<file path="config.mk">
export PLATFORM = sky130hd
export DESIGN_NAME = multi_cycle_control
export DESIGN_NICKNAME = d
export VERILOG_FILES = /design/src/rtl/multi_cycle_control.sv
export SDC_FILE = /design/constraint.sdc
export NUM_CORES = 1
export LEC_CHECK = 0
export CAP_MARGIN = 20
export CORE_MARGIN = 2
export CORE_UTILIZATION = 46
export CTS_CLUSTER_DIAMETER = 50
export CTS_CLUSTER_SIZE = 25
export DETAILED_ROUTE_END_ITERATION = 8
export GPL_ROUTABILITY_DRIVEN = 0
export PLACE_DENSITY = 0.91
export SLEW_MARGIN = 0
export SYNTH_ARGS = -nofsm -noshare
export SYNTH_HDL_FRONTEND = slang
export SYNTH_SLANG_ARGS = --single-unit
export TNS_END_PERCENT = 5
</file>
<file path="constraint.sdc">
create_clock -name clk -period 4.36 [get_ports clk]
set_input_delay 0.872 -clock clk [delete_from_list [all_inputs] [get_ports clk]]
set_output_delay 0.872 -clock clk [all_outputs]
set_load 0.1 [all_outputs]
</file>
<file path="src/rtl/multi_cycle_control.sv">
// Control FSM for the multi-cycle RV32I datapath: sequences fetch/decode/execute/memory/writeback
// and drives every datapath enable, mux select and the 3-bit ALU operation.
module multi_cycle_control #(
    parameter int OP_WIDTH = 7
) (
    input  logic                clk,
    input  logic                rst,
    input  logic [OP_WIDTH-1:0] opcode,
    input  logic [2:0]          funct3,
    input  logic                funct7_5,
    input  logic                zero,
    output logic                pc_write,
    output logic                adr_src,
    output logic                mem_write,
    output logic                ir_write,
    output logic                reg_write,
    output logic [1:0]          result_src,
    output logic [1:0]          alu_src_a,
    output logic [1:0]          alu_src_b,
    output logic [1:0]          imm_src,
    output logic [2:0]          alu_op
);

    localparam logic [OP_WIDTH-1:0] OP_LW  = 7'b0000011;
    localparam logic [OP_WIDTH-1:0] OP_SW  = 7'b0100011;
    localparam logic [OP_WIDTH-1:0] OP_R   = 7'b0110011;
    localparam logic [OP_WIDTH-1:0] OP_I   = 7'b0010011;
    localparam logic [OP_WIDTH-1:0] OP_BEQ = 7'b1100011;
    localparam logic [OP_WIDTH-1:0] OP_JAL = 7'b1101111;

    localparam logic [2:0] ALU_ADD = 3'b000;
    localparam logic [2:0] ALU_SUB = 3'b001;
    localparam logic [2:0] ALU_OR  = 3'b010;
    localparam logic [2:0] ALU_AND = 3'b011;
    localparam logic [2:0] ALU_SLT = 3'b101;
    localparam logic [2:0] ALU_UNS = 3'b111;

    typedef enum logic [3:0] {
        S_FETCH,
        S_DECODE,
        S_MEMADR,
        S_MEMREAD,
        S_MEMWB,
        S_MEMWRITE,
        S_EXEC_R,
        S_EXEC_I,
        S_ALUWB,
        S_BEQ,
        S_JAL
    } state_t;

    typedef struct packed {
        logic       pc_update;
        logic       branch;
        logic       adr_src;
        logic       mem_write;
        logic       ir_write;
        logic       reg_write;
        logic [1:0] result_src;
        logic [1:0] alu_src_a;
        logic [1:0] alu_src_b;
        logic [2:0] alu_op;
    } ctrl_t;

    state_t state_q, state_d;
    ctrl_t  ctrl_q;
    ctrl_t  fetch_ctrl;

    // ALU operation for register/immediate arithmetic; only R-type (opcode[5]=1) can subtract.
    function automatic logic [2:0] funct_alu_op(input logic       op5,
                                                input logic [2:0] f3,
                                                input logic       f7_5);
        logic [2:0] op;
        case (f3)
            3'b000:  op = (op5 & f7_5) ? ALU_SUB : ALU_ADD;
            3'b010:  op = ALU_SLT;
            3'b110:  op = ALU_OR;
            3'b111:  op = ALU_AND;
            default: op = ALU_UNS;
        endcase
        return op;
    endfunction

    function automatic ctrl_t state_ctrl(input state_t s, input logic [2:0] fop);
        ctrl_t c;
        c = '0;
        case (s)
            S_FETCH: begin
                c.ir_write   = 1'b1;
                c.pc_update  = 1'b1;
                c.result_src = 2'b10;
                c.alu_src_b  = 2'b10;
            end
            S_DECODE: begin
                // Branch target old_pc + imm lands in alu_out for BEQ to use.
                c.alu_src_a = 2'b01;
                c.alu_src_b = 2'b01;
            end
            S_MEMADR: begin
                c.alu_src_a = 2'b10;
                c.alu_src_b = 2'b01;
            end
            S_MEMREAD: begin
                c.adr_src = 1'b1;
            end
            S_MEMWB: begin
                c.result_src = 2'b01;
                c.reg_write  = 1'b1;
            end
            S_MEMWRITE: begin
                c.adr_src   = 1'b1;
                c.mem_write = 1'b1;
            end
            S_EXEC_R: begin
                c.alu_src_a = 2'b10;
                c.alu_op    = fop;
            end
            S_EXEC_I: begin
                c.alu_src_a = 2'b10;
                c.alu_src_b = 2'b01;
                c.alu_op    = fop;
            end
            S_ALUWB: begin
                c.reg_write = 1'b1;
            end
            S_BEQ: begin
                c.alu_src_a = 2'b10;
                c.alu_op    = ALU_SUB;
                c.branch    = 1'b1;
            end
            S_JAL: begin
                // rd gets old_pc + 4 in ALUWB; alu_out still holds the jump target.
                c.alu_src_a = 2'b01;
                c.alu_src_b = 2'b10;
                c.pc_update = 1'b1;
            end
            default: c = '0;
        endcase
        return c;
    endfunction

    function automatic state_t next_state(input state_t s, input logic [OP_WIDTH-1:0] op);
        state_t n;
        case (s)
            S_FETCH: n = S_DECODE;
            S_DECODE: begin
                case (op)
                    OP_LW, OP_SW: n = S_MEMADR;
                    OP_R:         n = S_EXEC_R;
                    OP_I:         n = S_EXEC_I;
                    OP_BEQ:       n = S_BEQ;
                    OP_JAL:       n = S_JAL;
                    default:      n = S_FETCH;
                endcase
            end
            S_MEMADR:   n = op[5] ? S_MEMWRITE : S_MEMREAD;
            S_MEMREAD:  n = S_MEMWB;
            S_EXEC_R:   n = S_ALUWB;
            S_EXEC_I:   n = S_ALUWB;
            S_JAL:      n = S_ALUWB;
            default:    n = S_FETCH;
        endcase
        return n;
    endfunction

    always_comb begin
        state_d = next_state(state_q, opcode);
    end

    // Outputs are precomputed for the state being entered so they come straight off flops.
    always_ff @(posedge clk) begin
        if (rst) begin
            state_q <= S_FETCH;
            ctrl_q  <= state_ctrl(S_FETCH, ALU_ADD);
        end else begin
            state_q <= state_d;
            ctrl_q  <= state_ctrl(state_d, funct_alu_op(opcode[5], funct3, funct7_5));
        end
    end

    assign fetch_ctrl = state_ctrl(S_FETCH, ALU_ADD);

    // Reset must silence every write immediately, even before the state register has settled.
    assign pc_write   = ~rst & (ctrl_q.pc_update | (ctrl_q.branch & zero));
    assign mem_write  = ~rst & ctrl_q.mem_write;
    assign ir_write   = ~rst & ctrl_q.ir_write;
    assign reg_write  = ~rst & ctrl_q.reg_write;
    assign adr_src    = rst ? fetch_ctrl.adr_src    : ctrl_q.adr_src;
    assign result_src = rst ? fetch_ctrl.result_src : ctrl_q.result_src;
    assign alu_src_a  = rst ? fetch_ctrl.alu_src_a  : ctrl_q.alu_src_a;
    assign alu_src_b  = rst ? fetch_ctrl.alu_src_b  : ctrl_q.alu_src_b;
    assign alu_op     = rst ? fetch_ctrl.alu_op     : ctrl_q.alu_op;

    always_comb begin
        case (opcode)
            OP_SW:   imm_src = 2'b01;
            OP_BEQ:  imm_src = 2'b10;
            OP_JAL:  imm_src = 2'b11;
            default: imm_src = 2'b00;
        endcase
    end

endmodule

</file>
Yosys cells after proc, flatten, opt, wreduce, memory -nomap -nowiden --
Index checks and enable logic that the tools add are counted.
Storage, ports and cells: flip-flop bits (word level) 19, bits of input ports 14, word-level logic and storage cells 77, output and inout bits 16
Cells by class: muxes and demuxes 21, equality and inequality tests 25, reduce and logical (&&, ||, !) cells 12, bitwise operators 8
Operator list (number):
- $pmux W4 S5 | 2
- $eq A4 B3 Y1 const B | 6
- $eq A4 B2 Y1 const B | 4
- $eq A4 B4 Y1 const B | 4
- $eq A7 B6 Y1 const B | 2
- $eq A7 B7 Y1 const B | 2
- $pmux W2 S2 | 3
- $pmux W3 S4 | 1
- $reduce_or A2 Y1 | 6
- $eq A4 B1 Y1 const B | 2
- $logic_not A4 Y1 | 2
- $mux W1 | 8
- $eq A7 B2 Y1 const B | 1
- $eq A7 B5 Y1 const B | 1
- $and A1 B1 Y1 | 6
- $eq A3 B3 Y1 const B | 2
- $mux W2 | 3
- $mux W3 | 2
- $pmux W2 S3 | 1
- $pmux W3 S2 | 1
- $reduce_or A3 Y1 | 2
- $reduce_or A4 Y1 | 1
- $eq A3 B2 Y1 const B | 1
- $logic_not A3 Y1 | 1
- other kinds (2) | 2

Logic depth before layout (Yosys ltp) --
word-level depth 7, gate-level depth with buffers 6

Worst setup path before layout --
No wires, ideal clock.
path type input to output, start point input port opcode[2], end point output port imm_src[0], arrival 2700 ps, buffers on the path 0, required time 3488 ps, slack 788 ps, cell stages on the path 3, cell sequence and4bb_1 nand2b_1 a21oi_1
Between the ends: word-level cells in the longest chain between the ends 2, elaborated cells between the ends (all ways) 4
RTL lines:
- from (decl) | RTL line 8 | input logic [OP_WIDTH-1:0] opcode,
- $eq A7 B7 Y1 / $eq A7 B6 Y1 (equally long branches) | RTL line 195 | case (opcode)
- $pmux W2 S3 * | RTL line 195
- to (decl) | RTL line 20 | output logic [1:0] imm_src,
Mark *: on every way between the ends. The rest lies on a longest branch, timed or not.

Final worst setup path --
start point input port rst, end point output port alu_op[1]
Between the ends: word-level cells in the longest chain between the ends 1
RTL lines:
- from (decl) | RTL line 7 | input logic rst,
- $mux W3 | RTL line 192 | assign alu_op = rst ? fetch_ctrl.alu_op : ctrl_q.alu_op;
- to (decl) | RTL line 21 | output logic [2:0] alu_op
No other way between the ends.

==> impl_metrics.yaml <==
routing:
  drt_iter0_markers: 6
  vias: 802
  drc: 0
  first_pass_iters: 4
  drt_wl_total_um: 1720
  avgRoutedWirePerCell_um: 11.1
  ant_nets: 0
  vias_per_cell: 5.17
sta:
  slew-limit-headroom_pct: 59.3
  final.setup.tns_ns: 0
  fmax_mhz: 314
  setup_violations: 0
  worst_slew_pin_slew_ns: 0.611
  slew_violations: 0
  rsz0062_at_grt: "false"
  fin_crit_ns: 3.19
  period_share_pct: 73.1
  hold_viol: 0
  clock-skew-final_ns: 0.00429
synth:
  netlist_area_um2: 850
  ys_types: 30
  yosys_warnings: 0
  syn_nets: 114
  synthArstFlopShare_pct: 0
  ys_seq_area_share_pct: 42.4
  yosys_register_bits: 18
  synthCells: 100
  synth-edff-count: 0
  synthFlopType: "dfxtp_1"
  syn_area_per_cell_um2: 8.50
grt:
  antenna_found_initial: 0
  grt_max_degree: 20
  grt_pass1_wl_um: 2700
  grt_usage_pct: 17.6
  grt_overflow: 0
  grt_pass1_vias: 657
floorplanning:
  die_w_um: 47.0
  coreArea_um2: 1730
  die_area_um2: 2210
  die_h_um: 47.0
  num_rows: 15
  io_pins: 30
  start_util_pct: 49.2
pwr:
  netSwitchingPower_uw: 94.0
  combPwrFrac_pct: 23.2
  total_leakage_power_nw: 0.470
  swShare_pct: 29.3
  clkPwrFrac_pct: 23.5
  seqPwrFrac_pct: 53.2
  max-vdd-ir-drop_mv: 0.157
  finalPower_uw: 321
  power_density_nw_per_um2: 279
  p_int_uw: 227
worst_setup_path:
  cpLargestDelayFamily: "buffers and inverters"
  reg2reg_depth: 4
  cp_num_buf_inv: 3
  crit_chain: "clkdlybuf4s50_1 > buf_4 > nor2b_1 > buf_4"
  max_stage_delay_ns: 0.70
  rrSetupSlack_ns: 2.56
  path_class: "in2out"
  startpoint_type: "input port"
  cp.required_ns: 3.49
  regToRegStartpoint: "state_q[1]"
  cp_common_cell: "buf_4"
  critPathArrivalTime_ns: 2.31
  r2r-end: "ctrl_q[2]"
  cp_slowest_cell: "clkdlybuf4s50_1"
  crit_path_max_fanout: 19
  critPathCaptureType: "output port"
flow_run:
  drv_cap: 0
cts:
  clkTransAtPathRegs_ns: 0.09
  cts_hold_buf: 0
  htreeDepth: 1
  cts_buffers: 3
  cts_tree: "built"
  cts_resized: 0
  post_cts_buffers: 0
  root_buffer: "clkbuf_4"
  clock_sinks: 18
  clk_latency_ns: 0.28
  cts_max_path_buffers: 2
finish:
  final_common_cell: "dfxtp_1"
  drive_gt1_share_pct: 18.5
  multi_input_comb_area_um2: 474
  nFillCells: 153
  synthToLayoutAreaGrowth_pct: 35.3
  layout_common_cells: "18 x dfxtp_1, 17 x buf_4, 15 x nor2b_1"
  seq_area_um2: 360
  nets: 146
  n_antenna_cell: 0
worst_hold_path:
  hold_path.class: "reg2reg"
  min_delay_path_depth: 2
  hp-start: "state_q[1]"
  hold_end: "ctrl_q[3]"
run_status:
  status: "completed"
place:
  io_buffer_count: 29
  dp_hpwl_um: 1350
==> power groups by stage <==
stage          Clock, mW  Sequential, mW  Combinational (mW)
2_1_floorplan          0           0.174              0.0506
3_3_place_gp           0           0.175              0.0732
3_5_place_dp           0           0.175              0.0746
4_1_cts           0.0776           0.171              0.0747
5_1_grt           0.0839           0.171              0.0792
6_report          0.0756           0.171              0.0746
==> synth_stat cells, types with 3 or more instances <==
master / number / area, um2
nor3_1: 5 / 25.0
nor2b_1: 15 / 93.8
a21oi_1: 7 / 35.0
nand2b_1: 6 / 37.5
dfxtp_1: 18 / 360
nor2_1: 12 / 45.0
nand2_1: 4 / 15.0
o21ai_0: 3 / 15.0
and3_1: 3 / 18.8
==> worst max path at each step <==
stage,startpoint,to,slack [ns],cells past startpoint
finish,rst,alu_op[1],1.17,4
global route,rst,alu_op[1],1.10,4
CTS,rst,alu_op[1],1.17,4
detailed placement,rst,alu_op[1],1.17,4
global placement,rst,alu_src_a[1],1.21,4
floorplan,opcode[2],imm_src[0],0.79,3
==> registers in the layout (all words and copies together), names as in the netlist <==
register,flops
ctrl_q,14
state_q,4
==> cells by family after synthesis <==
kind of cell    after synthesis  share of synthesized area [%]
xor+xnor                      1                           1.03
simple gates                 54                           36.5
flops                        18                           42.4
buf+inv                       4                           1.77
compound gates               22                           17.1
mux                           1                           1.18
==> per-layer routing <==
layer | vias to the layer above | GRT usage, % | wire length (um)
li1 | 412 | - | -
met1 | 354 | 16.5 | 680
met2 | 31 | 35.1 | 903
met3 | 5 | 2.69 | 92
met4 | 0 | 10.0 | 42
met5 | - | 0 | 0
==> worst register-to-register path, delay by kind of cell, from the launching register on <==
family	cells	cell delay, ns
simple gates	2	0.85
flops	1	0.36
compound gates	2	0.52
==> stage by stage <==
step           hold slack [ns]  instances  util [%]  cell area (um2)  setup slack, ns
2_1_floorplan            0.608        100         -              850            0.788
3_3_place_gp             0.658        152      65.3             1130             1.21
3_5_place_dp             0.696        152      65.3             1130             1.17
4_1_cts                  0.703        155      66.6             1150             1.17
5_1_grt                  0.725        155      66.6             1150             1.10
6_report                 0.703        155      66.6             1150             1.17
==> layout make-up <==
cell class	count	share of cell area, %
multi-input combinational	78	41.2
sequential	18	31.3
timing repair buffer	30	22.4
tap	25	2.72
clock buffer	3	1.96
inverter	1	0.326
No activity file was read; power rests on OpenSTA's default activity.
